===== src/rtl/chunked_adder_sub.sv =====
// chunked_adder_sub: multi-cycle two's-complement adder/subtractor.
// Adds CHUNK bits per clock and keeps the inter-chunk carry in a register,
// so the combinational carry chain is only CHUNK bits long.
// Optional macro ADDER_SATURATE_EN: on signed overflow the result is clamped
// to the most positive/negative value instead of wrapping.
module chunked_adder_sub #(
    parameter int WIDTH = 32,
    parameter int CHUNK = 4
) (
    input  logic             clk,
    input  logic             reset_n,
    input  logic             start_valid,
    output logic             start_ready,
    input  logic [WIDTH-1:0] a,
    input  logic [WIDTH-1:0] b,
    input  logic             subtract,
    output logic             result_valid,
    input  logic             result_ready,
    output logic [WIDTH-1:0] sum,
    output logic             carryout,
    output logic             overflow,
    output logic             zero
);

    localparam int NCHUNK = WIDTH / CHUNK;
    localparam int IDX_W  = (NCHUNK > 1) ? $clog2(NCHUNK) : 1;
    localparam logic [IDX_W-1:0] LAST_IDX = IDX_W'(NCHUNK - 1);

    typedef enum logic [1:0] {IDLE, RUN, DONE} state_t;

    state_t state;
    state_t state_next;

    // Latched operands; op_b is already inverted for subtraction so RUN only adds.
    logic [WIDTH-1:0] op_a;
    logic [WIDTH-1:0] op_b;
    logic [IDX_W-1:0] idx;
    logic             carry;

    logic [CHUNK-1:0] a_chunk;
    logic [CHUNK-1:0] b_chunk;
    logic [CHUNK-1:0] chunk_sum;
    logic             chunk_carry;
    logic             msb_carry_in;
    logic             ovf_next;
    logic             last_chunk;
    logic [WIDTH-1:0] sum_next;
    logic [WIDTH-1:0] result_next;

`ifdef ADDER_SATURATE_EN
    // Clamp value selected by the sign of the overflowing operand.
    function automatic logic [WIDTH-1:0] saturate(input logic neg);
        logic signed [WIDTH-1:0] lim;
        lim = neg ? {1'b1, {(WIDTH-1){1'b0}}} : {1'b0, {(WIDTH-1){1'b1}}};
        return lim;
    endfunction
`endif

    // One CHUNK-wide slice of the addition plus the MSB flags for the final slice.
    always_comb begin
        a_chunk    = op_a[idx*CHUNK +: CHUNK];
        b_chunk    = op_b[idx*CHUNK +: CHUNK];
        last_chunk = (idx == LAST_IDX);
        {chunk_carry, chunk_sum} = {1'b0, a_chunk} + {1'b0, b_chunk} + {{CHUNK{1'b0}}, carry};
        // Carry into the top bit of this slice, recovered from its sum bit.
        msb_carry_in = chunk_sum[CHUNK-1] ^ a_chunk[CHUNK-1] ^ b_chunk[CHUNK-1];
        ovf_next     = msb_carry_in ^ chunk_carry;
        sum_next     = sum;
        sum_next[idx*CHUNK +: CHUNK] = chunk_sum;
`ifdef ADDER_SATURATE_EN
        result_next = ovf_next ? saturate(op_a[WIDTH-1]) : sum_next;
`else
        result_next = sum_next;
`endif
    end

    // Handshake outputs and next state.
    always_comb begin
        state_next   = state;
        start_ready  = 1'b0;
        result_valid = 1'b0;
        case (state)
            IDLE: begin
                start_ready = 1'b1;
                if (start_valid) state_next = RUN;
            end
            RUN: begin
                if (last_chunk) state_next = DONE;
            end
            DONE: begin
                result_valid = 1'b1;
                if (result_ready) state_next = IDLE;
            end
            default: state_next = IDLE;
        endcase
    end

    // State register; reset aborts any operation in flight.
    always_ff @(posedge clk) begin
        if (!reset_n) state <= IDLE;
        else          state <= state_next;
    end

    // Chunk index, carry, result and flags.
    always_ff @(posedge clk) begin
        if (!reset_n) begin
            idx      <= '0;
            carry    <= 1'b0;
            sum      <= '0;
            carryout <= 1'b0;
            overflow <= 1'b0;
            zero     <= 1'b0;
        end else begin
            case (state)
                IDLE: begin
                    if (start_valid) begin
                        idx   <= '0;
                        carry <= subtract;
                    end
                end
                RUN: begin
                    carry <= chunk_carry;
                    if (last_chunk) begin
                        idx      <= '0;
                        sum      <= result_next;
                        carryout <= chunk_carry;
                        overflow <= ovf_next;
                        zero     <= (result_next == '0);
                    end else begin
                        idx <= idx + 1'b1;
                        sum <= sum_next;
                    end
                end
                default: ;
            endcase
        end
    end

    // Operand capture on acceptance; pure data, no reset needed.
    always_ff @(posedge clk) begin
        if (state == IDLE && start_valid) begin
            op_a <= a;
            op_b <= b ^ {WIDTH{subtract}};
        end
    end

endmodule


===== config.mk =====
export PLATFORM = sky130hd
export DESIGN_NAME = chunked_adder_sub
export DESIGN_NICKNAME = d
export VERILOG_FILES = /design/src/rtl/chunked_adder_sub.sv
export SDC_FILE = /design/constraint.sdc
export NUM_CORES = 1
export LEC_CHECK = 0
export BUFFER_PORTS_ARGS = -buffer_cell sky130_fd_sc_hd__buf_2
export CORE_MARGIN = 5
export CORE_UTILIZATION = 40
export CTS_BUF_LIST = sky130_fd_sc_hd__clkbuf_8
export DETAILED_ROUTE_END_ITERATION = 7
export GPL_ROUTABILITY_DRIVEN = 0
export HOLD_SLACK_MARGIN = 0.03
export PLACE_DENSITY_LB_ADDON = 0.12
export SYNTH_ARGS = -nofsm -noshare
export SYNTH_HDL_FRONTEND = slang
export SYNTH_SLANG_ARGS = --single-unit

===== constraint.sdc =====
create_clock -name clk -period 9.31 [get_ports clk]
set_input_delay 1.862 -clock clk [delete_from_list [all_inputs] [get_ports clk]]
set_output_delay 1.862 -clock clk [all_outputs]
set_load 0.005 [all_outputs]

==> out/metrics.yaml <==
clock_tree:
  htreeDepth: 3
  clk_pin_slew_worst_paths_ns: 0.10
  postCtsSetupRepairBufs: 0
  cts_buffers: 9
  cts_tree: "done"
  clkSinkCount: 105
  clock_latency_ns: 0.38
  cts_hold_buf: 0
  cts_resized: 0
  root_buffer: "clkbuf_8"
  clock_path_buffers: 2
routing:
  routed_wl_um: 11200
  drc: 0
  avgRoutedWirePerCell_um: 16.0
  vias_per_cell: 5.08
  dr.pass1.iters: 5
  vias: 3557
  drtAntennaViolNets: 0
  dr.first_iter.drc_count: 279
worst_setup_path:
  worst_path_largest_cell_delay_ns: 0.78
  worstPathCellList: "buf_4 -> mux4_2 -> nand2_1 -> nand2_1 -> fa_1 -> inv_1 -> fa_1 -> xor2_1 -> a2111o_1 -> o211ai_1 -> nor4_1 -> and3_1 -> a31o_1"
  cp-end-kind: "flop"
  cp-start-kind: "flop"
  slowest_stage: "dfxtp_1"
  path_class: "reg -> reg"
  critical_path.top_delay_family: "flip-flops"
  cp_data_required_time_ns: 9.64
  path_buf_inv: 2
  cp_max_fo: 17
  critPathArrivalTime_ns: 4.62
sta:
  worst_pin_slew_ns: 0.868
  slew_violations: 0
  setup-tns-final_ns: 0
  slew_headroom: 0.417
  fin_crit_ns: 4.30
  skew_ns: 0.0119
  grt_setup_unrepaired: "no"
  period_share: 0.462
  finalHoldViolCount: 0
  finalSetupViolations: 0
  max_freq_mhz: 233
synthesis:
  synth_xor_area_frac: 0.0687
  synth_top_family_by_area: "simple AND/OR/NAND/NOR gates"
  synthArstFlopShare: 0
  ys_seq_area_frac: 0.532
  netlist_area_um2: 5150
  synth.top_cells.by_area: "edfxtp_1 37%, dfxtp_1 16%, xor2_1 5.8%"
  synth_area_per_cell_um2: 12.0
  synth_fa_ha_area_frac: 0.0321
  synth.most_common_cell: "edfxtp_1"
  synth.distinct_cells: 58
  synth-seq-cells: 105
  synth-edff-count: 64
  yosys_most_used_dff: "edfxtp_1"
  synthCells: 430
  synthMuxAreaShare: 0.111
  synth_compound_gate_area_share: 0.0867
  netlist_top_cells_count: "64 x edfxtp_1, 41 x dfxtp_1, 36 x nand2_1"
  synth_top_area_cell: "edfxtp_1"
  yosys.area_share.simple: 0.142
  synth.yosys.warnings: 0
  yosys.area.top_type_share: 0.373
  syn_nets: 511
die:
  start_util: 0.408
  die_w_um: 123
  dieArea_um2: 15200
  placementRows: 41
  die_h_um: 123
  core_area_um2: 12600
  io_pins: 106
global_routing:
  grt_pass1_wl_um: 18200
  track_usage: 0.157
  grt_max_degree: 64
  grt_pass1_vias: 3575
  grt_overflow: 0
  antenna_found_initial: 0
min_path:
  holdCritPathClass: "reg -> reg"
outcome:
  run_status: "completed"
final_layout:
  areaGrowthSynthToFinish_pct: 16.8
  fin_area_um2: 6020
  nFillCells: 1197
  antenna_cells: 0
  nets: 604
  drive_gt1_frac: 0.277
placed_design:
  hpwl_um: 8210
  port_buffers: 105
  dpl_cell_area_um2: 5810
pwr:
  p_leak_nw: 2.43
  power.density_nw_per_um2: 167
  ir_drop_mv: 0.0782
job:
  maxCapViolCount: 0
-- final cells by class --
type / count / area (um2) / share of cell area
clock inverters: 7 / 86.3 / 0.0144
repair buffers: 108 / 548 / 0.0911
flip-flops and latches: 105 / 2740 / 0.456
inverters: 9 / 33.8 / 0.00562
clock buffers: 9 / 124 / 0.0206
multi-input cells: 290 / 2270 / 0.377
well taps: 172 / 215 / 0.0358
-- placed cells by master, fill, tap and decap left out, types with 8 or more instances in the layout --
| cell type | count |
|---|---|
| a21boi_0 | 9 |
| a21oi_1 | 13 |
| buf_2 | 105 |
| clkbuf_8 | 9 |
| dfxtp_1 | 41 |
| edfxtp_1 | 64 |
| ha_1 | 10 |
| inv_1 | 8 |
| mux2i_1 | 15 |
| mux4_2 | 12 |
| nand2_1 | 36 |
| nor2_1 | 26 |
| nor2b_1 | 26 |
| nor3_1 | 11 |
| o21ai_0 | 13 |
| xor2_1 | 34 |
-- cells by family (layout without fill, tap and decap cells) --
logic type / Yosys count / count (layout)
and+or+nand+nor: 140 / 140
DFF: 105 / 105
xor gates and xnor gates: 38 / 38
buffers and inverters: 35 / 133
muxes: 35 / 35
AOI/OAI and AO/OA: 65 / 65
adders and majority gates: 12 / 12
-- per-layer routing --
metal | up-vias | GRT usage | routed length [um]
met1 | 1683 | 0.205 | 4910
met2 | 120 | 0.248 | 5340
met4 | 0 | 0.0602 | 208
met5 | - | 0 | 0
li1 | 1738 | - | -
met3 | 16 | 0.0425 | 764
-- final timing paths --
path / start / endpoint / slack (ns) / depth (start not counted)
worst max register to register: idx[0] / zero / 5.01 / 13
worst min-delay path: sum[28] / sum[28] / 0.49 / 2
worst min register to register: sum[28] / sum[28] / 0.49 / 2
worst max-delay path: idx[0] / zero / 5.01 / 13
-- power breakdown --
group / switching, mW / internal, mW / leakage [nW]
registers: 0.0102 / 0.522 / 0.944
clock network: 0.149 / 0.149 / 0.112
logic: 0.0966 / 0.0751 / 1.37
total: 0.255 / 0.747 / 2.43
-- worst reg2reg max path, stage by stage, from the launching register on --
cell and delay [ns]:
dfxtp_1 0.78, buf_4 0.40, mux4_2 0.53, nand2_1 0.08, nand2_1 0.08, fa_1 0.39, inv_1 0.09, fa_1 0.23
xor2_1 0.67, a2111o_1 0.26, o211ai_1 0.08, nor4_1 0.33, and3_1 0.21, a31o_1 0.12
-- sequential cells by signal (all words and copies together) (netlist names) --
signal    cells
overflow      1
op_a         32
carryout      1
carry         1
zero          1
idx           3
state         2
sum          32
op_b         32
-- through the flow --
stage / worst slack (ns) / cells / hold WS (ns) / total power, mW / util
4_1_cts: 5.00 / 700 / 0.492 / 1.02 / 0.477
2_1_floorplan: 5.62 / 430 / 0.473 / 0.662 / -
3_5_place_dp: 5.04 / 684 / 0.479 / 0.716 / 0.460
6_report: 5.01 / 700 / 0.492 / 1.00 / 0.477
3_3_place_gp: 5.23 / 684 / 0.478 / 0.714 / 0.460
5_1_grt: 4.62 / 700 / 0.520 / 1.05 / 0.477
Note: power is estimated with default switching activity, not from simulation.
